===== config.mk =====
export PLATFORM = sky130hd
export DESIGN_NAME = fifo_word_packer
export DESIGN_NICKNAME = d
export VERILOG_FILES = /design/src/rtl/fifo_pack_pkg.sv /design/src/rtl/fifo_word_packer.sv
export SDC_FILE = /design/constraint.sdc
export NUM_CORES = 1
export LEC_CHECK = 0
export CAP_MARGIN = 20
export CORE_MARGIN = 2
export CORE_UTILIZATION = 52
export CTS_CLUSTER_DIAMETER = 100
export DETAILED_ROUTE_END_ITERATION = 10
export GPL_ROUTABILITY_DRIVEN = 0
export PLACE_DENSITY = 0.87
export SETUP_SLACK_MARGIN = 0.5
export SYNTH_ARGS = -nofsm -noshare
export SYNTH_HDL_FRONTEND = slang
export SYNTH_SLANG_ARGS = --single-unit

===== constraint.sdc =====
create_clock -name clk -period 2.4 [get_ports clk]
set_clock_uncertainty 0.1 [all_clocks]
set_input_delay 0.24 -clock clk [delete_from_list [all_inputs] [get_ports clk]]
set_output_delay 0.24 -clock clk [all_outputs]
set_load 0.005 [all_outputs]

===== src/rtl/fifo_pack_pkg.sv =====
// Shared types and defaults for the FIFO word packer.
package fifo_pack_pkg;

  typedef enum logic {
    COLLECT = 1'b0,
    OUTPUT  = 1'b1
  } pack_state_e;

  localparam int PACK_WIDTH = 8;
  localparam int PACK_LANES = 4;

endpackage


===== src/rtl/fifo_word_packer.sv =====
// Drains a registered-read FIFO and packs LANES consecutive entries into one
// word, with flush support for partial words and a valid/ready output.
module fifo_word_packer
  import fifo_pack_pkg::*;
#(
  parameter int WIDTH = PACK_WIDTH,
  parameter int LANES = PACK_LANES
) (
  input  logic                       clk,
  input  logic                       rst,
  input  logic                       fifo_empty,
  input  logic [WIDTH-1:0]           fifo_rd_data,
  output logic                       fifo_pop,
  input  logic                       flush,
  output logic [WIDTH*LANES-1:0]     out_data,
  output logic [$clog2(LANES+1)-1:0] out_count,
  output logic                       out_valid,
  input  logic                       out_ready
);

  localparam int CW = $clog2(LANES+1);
  localparam logic [CW-1:0] FULL = CW'(LANES);

  pack_state_e            state;
  logic [CW-1:0]          issued;
  logic [CW-1:0]          captured;
  logic [CW-1:0]          captured_next;
  logic                   pend;
  logic                   flush_req;
  logic                   flush_pending;
  logic                   go_full;
  logic                   go_flush;
  logic                   accept;
  logic [WIDTH-1:0]       lane_q [LANES];
  logic [WIDTH*LANES-1:0] lanes_next;

  always_comb begin
    flush_pending = flush_req | flush;
    fifo_pop      = !rst && (state == COLLECT) && !fifo_empty &&
                    (issued < FULL) && !flush_pending;
    captured_next = captured + CW'(pend);
    go_full       = (state == COLLECT) && (captured_next == FULL);
    // Flush waits until any in-flight byte has landed in its lane.
    go_flush      = (state == COLLECT) && flush_pending &&
                    (captured != '0) && !pend;
    accept        = (state == OUTPUT) && out_valid && out_ready;
  end

  for (genvar g = 0; g < LANES; g++) begin : g_lane
    localparam logic [CW-1:0] IDX = CW'(g);
    logic hit;
    assign hit = pend && (captured == IDX);
    // Next-lane view lets the final capture and the word load share one edge.
    assign lanes_next[g*WIDTH +: WIDTH] = hit ? fifo_rd_data : lane_q[g];

    always_ff @(posedge clk) begin
      if (rst || accept) begin
        lane_q[g] <= '0;
      end else if (hit) begin
        lane_q[g] <= fifo_rd_data;
      end
    end
  end

  always_ff @(posedge clk) begin
    if (rst) begin
      state     <= COLLECT;
      issued    <= '0;
      captured  <= '0;
      pend      <= 1'b0;
      flush_req <= 1'b0;
      out_data  <= '0;
      out_count <= '0;
      out_valid <= 1'b0;
    end else begin
      case (state)
        COLLECT: begin
          pend     <= fifo_pop;
          captured <= captured_next;
          if (fifo_pop) begin
            issued <= issued + CW'(1);
          end
          if (flush && ((captured != '0) || pend)) begin
            flush_req <= 1'b1;
          end
          if (go_full || go_flush) begin
            state     <= OUTPUT;
            out_valid <= 1'b1;
            out_data  <= lanes_next;
            out_count <= captured_next;
          end
        end
        OUTPUT: begin
          if (out_ready) begin
            state     <= COLLECT;
            out_valid <= 1'b0;
            issued    <= '0;
            captured  <= '0;
            flush_req <= 1'b0;
          end
        end
        default: state <= COLLECT;
      endcase
    end
  end

endmodule


==> results.yml <==
cts:
  cts.sink_count: 77
  clkLatencyLatePin_ns: 0.35
  clk_root_buffer_cell: "sky130_fd_sc_hd__clkbuf_8"
  cts_buffer_depth: 2
  tritoncts: "built"
  cts_buffer_count: 9
  htreeDepth: 3
  cts.clk_slew.worst_paths_ns: 0.07
drt:
  routed_wire_length_per_instance_um: 17.2
  ratio_of_routed_vias_to_standard_cells: 5.43
  highest-signal-layer: "met4"
  postRouteAntennaNets: 0
  post_route_drc: 0
  via_count: 2363
  drtPass1Iterations: 4
  routed_length_on_met3_um: 432
  wl_met2_um: 3820
  drt_first_iter_violations: 163
  route.final.wire_length_um: 7500
  detail_route.wirelength.met1_um: 2960
run:
  maxCapViolCount: 0
place:
  portBuffers: 49
  dp_hpwl_um: 4150
  cell_area_placed_mm2: 0.00356
synthesis:
  yosysTopAreaCell: "sky130_fd_sc_hd__dfxtp_1"
  synth_area_mm2: 0.00301
  synth_fp_nets: 310
  synth-seq-cells: 77
  synth_top_cell_area_share_pct: 35.3
  yosysMostFrequentCell: "sky130_fd_sc_hd__nand2_1"
  synthTopCellsByArea: "sky130_fd_sc_hd__dfxtp_1, sky130_fd_sc_hd__edfxtp_1, sky130_fd_sc_hd__nand2_1"
  ys_seq_area_share_pct: 59.2
  postSynthAreaPerCell_um2: 10.2
  synth-edff-count: 24
  synth.cells.most_frequent: "sky130_fd_sc_hd__nand2_1, sky130_fd_sc_hd__dfxtp_1, sky130_fd_sc_hd__a21oi_1"
  yosys.cell_types.count: 36
  ys_dominant_reg_cell: "sky130_fd_sc_hd__dfxtp_1"
  post_synth_inst_count: 294
  asyncSetResetFlopFracSynth_pct: 0
  synth-warning-count: 0
floorplanning:
  start_util_pct: 54.3
  core_box_area_mm2: 0.00554
  std_cell_rows: 27
  chipWidth_um: 80.1
  design.die.area_mm2: 0.00641
  io-pin-count: 50
  dieHeight_um: 80.1
finish:
  syn2layout_area_growth_pct: 36.2
  num-nets-final: 374
  fin_util_pct: 74.0
  drive_above_1_share_pct: 21.2
  antenna_cells: 0
  nFillCells: 370
  post-route-cell-area_mm2: 0.00410
critical_path:
  type_of_element_capturing_the_critical_path: "register"
  worstSetupPathType: "reg2reg"
  critPathLaunchType: "register"
  timing.critical_path.buf_inv: 2
  crit_path_max_fanout: 6
  critical-path-top-delay-family: "simple AND/OR/NAND/NOR gates"
  cpPeakStageDelay_ns: 0.36
  crit_chain: "ha_4, ha_4, or3_4, o32ai_4, buf_12, buf_4, nor2_1, a211oi_2"
  worst_ep_required_time_ns: 2.57
  crit_path_frequent_cell: "sky130_fd_sc_hd__ha_4"
  crit_path_slowest_cell: "sky130_fd_sc_hd__dfxtp_4"
  cp_data_arrival_time_ns: 2.11
worst_hold_path:
  min_path_type: "in2reg"
power:
  leakage_power_of_the_design_uw: 0.00148
  peakVddDrop_mv: 0.385
  power.total_uw: 2760
  power.internal_uw: 2130
  share_clk_of_total_power_pct: 39.1
  pwr-share-seq_pct: 50.9
  sw_frac_of_total_pct: 22.6
  power.net_switching_uw: 624
  pwr_density_cell_mw_per_mm2: 673
  p_comb_share_pct: 10.0
sta:
  clock.fmax_mhz: 513
  min_period_over_period_pct: 81.2
  hold_slack_ns: 0.288
  report.final.setup_viol: 0
  slew_headroom_pct: 55.7
  drv_slew: 0
  worst_slew_pin_slew_ns: 0.661
  grt_setup_unrepaired: "true"
  finalHoldViolations: 0
  fin_tns_setup_ns: 0
  layout_min_cycle_time_ns: 1.95
global_routing:
  first_pass_grt_wire_length_um: 10800
  grt_antenna_before_repair: 0
  grt_pass1_vias: 2285
  gr-usage-all-layers_pct: 22.7
  grt_remaining_overflow: 0
  largest_net_degree_at_the_start_of_global_routing: 35
run_status:
  run_status: "completed"
-- sequential cells by signal, summed over array words and instances (netlist names), 3 cells and up --
name / flops
lane_q: 32
out_data: 32
captured: 3
issued: 3
out_count: 3
-- layout make-up --
| class | count | area [µm²] | area share [%] |
|---|---|---|---|
| sequential | 77 | 1790 | 43.7 |
| timing repair buffer | 70 | 732 | 17.9 |
| clock inverter | 3 | 38.8 | 0.947 |
| inverter | 1 | 3.75 | 0.0916 |
| multi-input combinational | 199 | 1250 | 30.5 |
| clock buffer | 13 | 190 | 4.64 |
| tap | 72 | 90.1 | 2.20 |
-- tightest hold or removal path, stage by stage --
cell and delay (ns):
sky130_fd_sc_hd__dlymetal6s2s_1 0.16, sky130_fd_sc_hd__nor2_4 0.08, sky130_fd_sc_hd__nand3_2 0.12, sky130_fd_sc_hd__o21ai_0 0.10
-- layer usage --
layer | global-route usage, % | vias to the layer above
met4 | 14.7 | 0
met5 | 0 | -
met3 | 3.71 | 24
met1 | 27.7 | 1125
li1 | - | 1127
met2 | 37.3 | 87
-- kinds of logic after synthesis --
group	Yosys count	synth area share, %
AND/OR/NAND/NOR	136	21.8
flip-flops	77	59.2
AO/OA/AOI/OAI	51	10.6
buffers and inverters	18	3.62
multiplexers	8	2.99
adder cells (fa/ha/maj)	3	1.25
XOR/XNOR	1	0.541
-- worst paths after layout --
path,to,cells after the start,startpoint,slack (ns)
max,out_count[2],8,pend,0.45
min,pend,4,flush,0.29
max reg2reg,out_count[2],8,pend,0.45
min reg2reg,out_data[8],2,out_data[8],0.36
-- placed cells by master, fill, tap and decap left out, types with 3 or more instances in the layout --
cell type	Yosys	routed
sky130_fd_sc_hd__nand3_1	11	9
sky130_fd_sc_hd__nand3b_1	3	3
sky130_fd_sc_hd__clkbuf_16	0	3
sky130_fd_sc_hd__nand2_4	0	4
sky130_fd_sc_hd__edfxtp_1	24	24
sky130_fd_sc_hd__nand2_1	68	63
sky130_fd_sc_hd__mux2_2	8	8
sky130_fd_sc_hd__nor2_1	9	7
sky130_fd_sc_hd__a21oi_1	38	31
sky130_fd_sc_hd__nand2b_1	3	3
sky130_fd_sc_hd__clkbuf_8	0	12
sky130_fd_sc_hd__dfxtp_1	53	49
sky130_fd_sc_hd__and2_1	32	32
sky130_fd_sc_hd__nor3_1	3	3
sky130_fd_sc_hd__a21oi_2	2	9
sky130_fd_sc_hd__buf_4	2	13
sky130_fd_sc_hd__clkdlybuf4s50_1	0	47
sky130_fd_sc_hd__buf_6	4	3
-- per-stage QoR --
| step | setup WS (ns) | cells |
|---|---|---|
| 6_report | 0.452 | 435 |
| 5_1_grt | 0.405 | 435 |
| 4_1_cts | 0.432 | 428 |
| 3_5_place_dp | 0.199 | 406 |
| 3_3_place_gp | 0.271 | 406 |
| 2_1_floorplan | 0.504 | 294 |
-- power by group through the flow --
stage                     sequential [µW]  clock [µW]  combinational [µW]
after floorplan                      1430           0                 123
after global placement               1430           0                 190
after detailed placement             1430           0                 196
after CTS                            1410        1080                 223
after global routing                 1410        1150                 292
final                                1400        1080                 275
-- what timing repair did --
item / 4_1_cts / 5_1_grt
gates resized for setup: 18 / 28
hold buffers: 0 / 0
gates cloned: 3 / 2
setup endpoints to repair: 44 / 36
endpoints found under the hold margin: 0 / 0
pin swaps: 2 / 4
buffers inserted: 3 / 5
Note: power is estimated with default switching activity, not from simulation.
